--- src/rtl/reset_gen.sv ---
// Reset stretcher with optional watchdog: holds nRESET_SYS low for HOLD_CYCLES after any reset cause.
// Define NEO_WATCHDOG_EN to enable the TICK/WDCLR watchdog and the sticky WD_FIRED flag.
module reset_gen #(
    parameter int WD_TIMEOUT  = 8,
    parameter int HOLD_CYCLES = 16
) (
    input  logic CLK_24MB,
    input  logic nRESET,
    input  logic TICK,
    input  logic WDCLR,
    output logic nRESET_SYS,
    output logic WD_FIRED
);

    localparam int HOLD_W = $clog2(HOLD_CYCLES + 1);
    localparam logic [HOLD_W-1:0] HOLD_LOAD = HOLD_W'(HOLD_CYCLES);

    typedef enum logic {
        ST_HOLD = 1'b0,
        ST_RUN  = 1'b1
    } state_e;

    state_e            state_q, state_d;
    logic [HOLD_W-1:0] hold_q, hold_d;
    logic              nrst_sys_q, nrst_sys_d;
    logic              wd_expire;

`ifdef NEO_WATCHDOG_EN
    localparam int WD_W = $clog2(WD_TIMEOUT);
    localparam logic [WD_W-1:0] WD_LAST = WD_W'(WD_TIMEOUT - 1);

    logic [WD_W-1:0] wd_q, wd_d;
    logic            fired_q, fired_d;

    // A kick always wins over a simultaneous tick, so expiry requires WDCLR low.
    assign wd_expire = (state_q == ST_RUN) && TICK && !WDCLR && (wd_q == WD_LAST);

    always_comb begin
        wd_d    = wd_q;
        fired_d = fired_q;
        if (state_q == ST_HOLD) begin
            wd_d = '0;
        end else if (WDCLR) begin
            wd_d = '0;
        end else if (TICK) begin
            if (wd_q == WD_LAST) begin
                wd_d    = '0;
                fired_d = 1'b1;
            end else begin
                wd_d = wd_q + WD_W'(1);
            end
        end
    end

    always_ff @(posedge CLK_24MB) begin
        if (!nRESET) begin
            wd_q    <= '0;
            fired_q <= 1'b0;
        end else begin
            wd_q    <= wd_d;
            fired_q <= fired_d;
        end
    end

    assign WD_FIRED = fired_q;
`else
    localparam int unused_wd_timeout = WD_TIMEOUT;
    logic unused_wd_inputs;

    assign unused_wd_inputs = ^{TICK, WDCLR};
    assign wd_expire        = 1'b0;
    assign WD_FIRED         = 1'b0;
`endif

    always_comb begin
        state_d    = state_q;
        hold_d     = hold_q;
        nrst_sys_d = nrst_sys_q;
        case (state_q)
            ST_HOLD: begin
                hold_d = hold_q - HOLD_W'(1);
                // The edge that consumes the last hold count is the one that releases.
                if (hold_q <= HOLD_W'(1)) begin
                    hold_d     = '0;
                    state_d    = ST_RUN;
                    nrst_sys_d = 1'b1;
                end
            end
            ST_RUN: begin
                if (wd_expire) begin
                    state_d    = ST_HOLD;
                    hold_d     = HOLD_LOAD;
                    nrst_sys_d = 1'b0;
                end
            end
            default: begin
                state_d    = ST_HOLD;
                hold_d     = HOLD_LOAD;
                nrst_sys_d = 1'b0;
            end
        endcase
    end

    always_ff @(posedge CLK_24MB) begin
        if (!nRESET) begin
            state_q    <= ST_HOLD;
            hold_q     <= HOLD_LOAD;
            nrst_sys_q <= 1'b0;
        end else begin
            state_q    <= state_d;
            hold_q     <= hold_d;
            nrst_sys_q <= nrst_sys_d;
        end
    end

    assign nRESET_SYS = nrst_sys_q;

endmodule
--- config.mk ---
export PLATFORM = sky130hd
export DESIGN_NAME = reset_gen
export DESIGN_NICKNAME = d
export VERILOG_FILES = /design/src/rtl/reset_gen.sv
export SDC_FILE = /design/constraint.sdc
export NUM_CORES = 1
export LEC_CHECK = 0
export BUFFER_PORTS_ARGS = -buffer_cell sky130_fd_sc_hd__buf_2
export CORE_AREA = 2 2 39 41
export DETAILED_ROUTE_END_ITERATION = 10
export DIE_AREA = 0 0 41 43
export PLACE_DENSITY = 0.45
export SLEW_MARGIN = 20
export SYNTH_ARGS = -nofsm -noshare
export SYNTH_HDL_FRONTEND = slang
export SYNTH_SLANG_ARGS = --single-unit
--- constraint.sdc ---
create_clock -name CLK_24MB -period 1.8 [get_ports CLK_24MB]
set_input_delay 0.18 -clock CLK_24MB [delete_from_list [all_inputs] [get_ports CLK_24MB]]
set_output_delay 0.18 -clock CLK_24MB [all_outputs]
set_load 0.01 [all_outputs]
Word-level counts from Yosys, hierarchy flattened
Cells that the tools add are included.
{"block": "word_totals", "memories": 0, "ramBits": 0, "latchBits": 0, "mem_bits_ro": 0, "output_inout_bits": 2, "reg_bits": 7}
{"block": "op_classes", "order_cmp": 1, "bitwise_logic": 1, "muxes": 6, "reduce_logical": 1, "div": 0, "n_shift": 0, "n_mul": 0, "n_eq_ne": 1, "add_sub_neg": 1}
{"cell": "$mux 5", "n": 2}
{"cell": "$le 5x1->1 const B", "n": 1}
{"cell": "$sub 5x1->5 const B", "n": 1}
{"cell": "$mux 1", "n": 3}
{"cell": "$ne 2x2->1 const B", "n": 1}
{"cell": "$pmux 1 s2", "n": 1}
{"cell": "$reduce_and 2->1", "n": 1}
{"cell": "$not 1->1", "n": 1}

Longest topological paths before layout
{"block": "depth", "ltp_word": 3, "mapped_depth": 5, "mapped_depth_nobuf": 5}

Least setup slack after synthesis
OpenSTA, ideal clock, no wires.
{"block": "synth_path", "path_kind": "reg-to-reg", "from": "reg hold_q[0]", "to": "reg hold_q[4]", "t_arrival_ps": 1184, "setup_time_ps": 122, "path_slack_ps": 494, "stages_incl_launch_ff": 6, "period_less_slack_ps": 1306, "path_cell_list": "dfxtp_1 -> inv_1 -> ha_1 -> or4b_4 -> a21boi_1 -> o31ai_1"}
{"block": "synth_between", "elab_chain_cells": 3}
{"item": "start, declared", "line_no": "24", "rtl": "logic [HOLD_W-1:0] hold_q, hold_d;"}
{"item": "start signal, assigned", "line_no": "111", "rtl": "hold_q <= hold_d;"}
{"item": "$sub 5x1->5 or $le 5x1->1 (tied branches)", "line_no": "81, 83"}
{"item": "$mux 5 (*)", "line_no": "83", "rtl": "if (hold_q <= HOLD_W'(1)) begin"}
{"item": "$mux 5 (*)", "line_no": "79", "rtl": "case (state_q)"}
Every way passes the cells marked *; elsewhere a longest branch is shown, timed or not. The select of a mux whose other input is x is not followed.
A chain may end at the register's enable or synchronous reset.

Final worst setup path
Same ends and word-level chain as after synthesis.

==> load_flow_metrics.sql <==
INSERT INTO impl_metrics (metric_group, metric, value, unit) VALUES
('logic_synthesis', 'ys_seq_area_frac', '0.390', ''),
('clock_tree', 'clkSinkCount', '7', ''),
('global_route', 'grt_overflow_total', '0', ''),
('clock_tree', 'cts.htree.levels', '1', ''),
('layout', 'finalInstanceArea', '393', 'µm²'),
('sta', 'final_critical_path_share_of_the_clock_period', '0.768', ''),
('routing', 'drt-initial-drc-count', '0', ''),
('clock_tree', 'cts_buffers', '3', ''),
('routing', 'drt_pass1_iterations', '1', ''),
('clock_tree', 'hold_buffers', '0', ''),
('place', 'port-buffer-count', '2', ''),
('worst_setup_path', 'criticalPathCategory', 'flop to flop', ''),
('logic_synthesis', 'synthFlopType', 'dfxtp_1', ''),
('global_route', 'grt_first_pass_wirelength', '1070', 'µm'),
('place', 'detailed_place_hpwl', '389', 'µm'),
('place', 'detailed_place.area', '367', 'µm²'),
('routing', 'drt_drc_violations_left', '0', ''),
('clock_tree', 'clock-root-buffer', 'clkbuf_4', ''),
('min_path', 'hold_path_class', 'input pin to flop', ''),
('global_route', 'grt_pass1_vias', '246', ''),
('logic_synthesis', 'post_synth_instance_area', '359', 'µm²'),
('logic_synthesis', 'post_synthesis_sequential_element_count', '7', ''),
('logic_synthesis', 'ffs_w_async_s_r_synth', '0', ''),
('sta', 'finalWorstPathRequiredPeriod', '1.38', 'ns'),
('global_route', 'antenna_found_initial', '0', ''),
('power', 'combPwrFrac', '0.383', ''),
('worst_setup_path', 'critical_path.startpoint_type', 'flop', ''),
('global_route', 'total_track_usage', '0.0979', ''),
('layout', 'area.growth.synth_to_final', '9.41', '%'),
('clock_tree', 'post_cts.resized_instances', '0', ''),
('clock_tree', 'cts.path.max_buffers', '2', ''),
('floorplan', 'start_util', '0.259', ''),
('floorplan', 'row_count', '14', ''),
('layout', 'finish.utilization', '0.284', ''),
('routing', 'avgRoutedWirePerCell', '10.1', 'µm'),
('logic_synthesis', 'synth_fp_nets', '46', ''),
('clock_tree', 'cts_tree', 'done', ''),
('worst_setup_path', 'max_stage_delay', '0.46', 'ns'),
('place', 'gp_congestion', '0.678', ''),
('power', 'seqPwrFrac', '0.415', ''),
('power', 'switching_share', '0.359', ''),
('outcome', 'status', 'complete, no violations', ''),
('worst_setup_path', 'critical_path.slowest_cell', 'or4b_4', ''),
('sta', 'accumulated_negative_setup_slack', '0', 'ns'),
('floorplan', 'chipWidth', '41', 'µm'),
('power', 'netSwitchingPower', '260', 'µW'),
('sta', 'worst_clock_skew', '0.00478', 'ns'),
('layout', 'diodes', '0', ''),
('worst_setup_path', 'cp-end-kind', 'flop', ''),
('worst_setup_path', 'wp_data_arrival', '1.52', 'ns'),
('clock_tree', 'post_cts.repair.setup_buffers', '0', ''),
('routing', 'viasPerCell', '4.54', ''),
('power', 'power.ir.vdd_worst', '0.000830', 'V'),
('sta', 'final-setup-viol-count', '0', ''),
('floorplan', 'die_area', '1760', 'µm²'),
('floorplan', 'core-area', '1380', 'µm²'),
('sta', 'max_freq', '723', 'MHz'),
('sta', 'hold_violations', '0', ''),
('power', 'pwr_density_cell', '1840', 'nW/µm²'),
('sta', 'timing.final.max_slew_violations', '0', ''),
('worst_setup_path', 'timing.critical_path.cells', 'inv_1, ha_1, or4b_4, a21boi_1, o31ai_1', ''),
('worst_setup_path', 'worst-endpoint-required', '1.94', 'ns'),
('global_route', 'grt_max_degree', '12', ''),
('power', 'post-layout-total-power', '724', 'µW'),
('layout', 'net_count_reported_at_finish', '50', ''),
('worst_setup_path', 'reg2regPathDepth', '5', ''),
('logic_synthesis', 'synth_cell_type_count', '23', ''),
('layout', 'stdcell_count', '59', ''),
('logic_synthesis', 'post_synth_inst_count', '40', ''),
('logic_synthesis', 'synth.avg_cell_area', '8.98', 'µm²'),
('floorplan', 'ios', '6', '');
[cell usage in the layout, fill, tap and decap left out]
master,instances
conb_1,1
nand3b_1,1
or4b_4,1
a22o_1,1
dfxtp_1,7
o21a_1,2
mux2i_1,1
o22ai_1,1
and2b_2,2
nand2_1,3
ha_1,2
o21ai_0,2
clkbuf_4,3
nor2_1,3
nor2b_1,2
nor3_1,1
o31ai_1,1
nand3_1,2
clkbuf_1,1
nor4_1,1
buf_2,2
inv_1,2
a21boi_1,1
[path summary, 6_finish.rpt]
kind              start         end  slack (ns)
max           hold_q[0]   hold_q[4]        0.42
min              nRESET     state_q        0.25
max reg2reg   hold_q[0]   hold_q[4]        0.42
min reg2reg  nRESET_SYS  nRESET_SYS        0.47
[cells by family after synthesis]
family | Yosys count | share of synthesized area
AO/OA/AOI/OAI | 8 | 0.153
adder cells (fa/ha/maj) | 2 | 0.0697
buffers and inverters | 5 | 0.0836
flip-flops | 7 | 0.390
multiplexers | 1 | 0.0279
other | 1 | 0.0104
AND/OR/NAND/NOR | 16 | 0.265
[metrics by stage]
step	setup slack (ns)	hold WS, ns
after floorplan	0.494	0.430
after global placement	0.434	0.468
after detailed placement	0.424	0.463
after CTS	0.417	0.244
after global routing	0.341	0.263
final	0.417	0.248
[final cells by class]
cell class              count  area, µm²
clock buffers               4       26.3
fillers                   149        991
inverters                   2       7.51
multi-input cells          28        189
flip-flops and latches      7        140
well taps                  16       20.0
repair buffers              2       10.0
[routing by layer]
metal	GRT usage	share of wire	vias to the layer above
li1	-	-	142
met1	0.124	0.49	117
met2	0.109	0.41	7
met3	0.0785	0.079	2
met4	0.0600	0.017	0
met5	0	0	-
[critical path: cells and delay by family, from the launching register on]
kind,cells,cell delay (ns)
flip-flops,1,0.36
buffers and inverters,1,0.07
AO/OA/AOI/OAI,2,0.24
AND/OR/NAND/NOR,1,0.46
adder cells (fa/ha/maj),1,0.14
[Yosys cell counts (2+ instances only)]
master / count / area (µm²)
o21ai_0: 2 / 10.0
dfxtp_1: 7 / 140
ha_1: 2 / 25.0
nand2_1: 3 / 11.3
nand3_1: 2 / 10.0
nor2_1: 3 / 11.3
o21a_1: 2 / 15.0
and2b_2: 2 / 17.5
inv_1: 2 / 7.51
nor2b_1: 2 / 12.5
[power by group through the flow]
stage | registers [µW] | clock network, µW | logic [µW]
after floorplan | 282 | 0 | 259
after global placement | 304 | 0 | 277
after detailed placement | 305 | 0 | 281
after CTS | 301 | 151 | 283
after global routing | 316 | 155 | 323
final | 301 | 146 | 277
[registers in the layout, summed over array words and instances (netlist names)]
signal and count:
nRESET_SYS 1, state_q 1, hold_q 5
No activity file was read; power rests on OpenSTA's default activity.
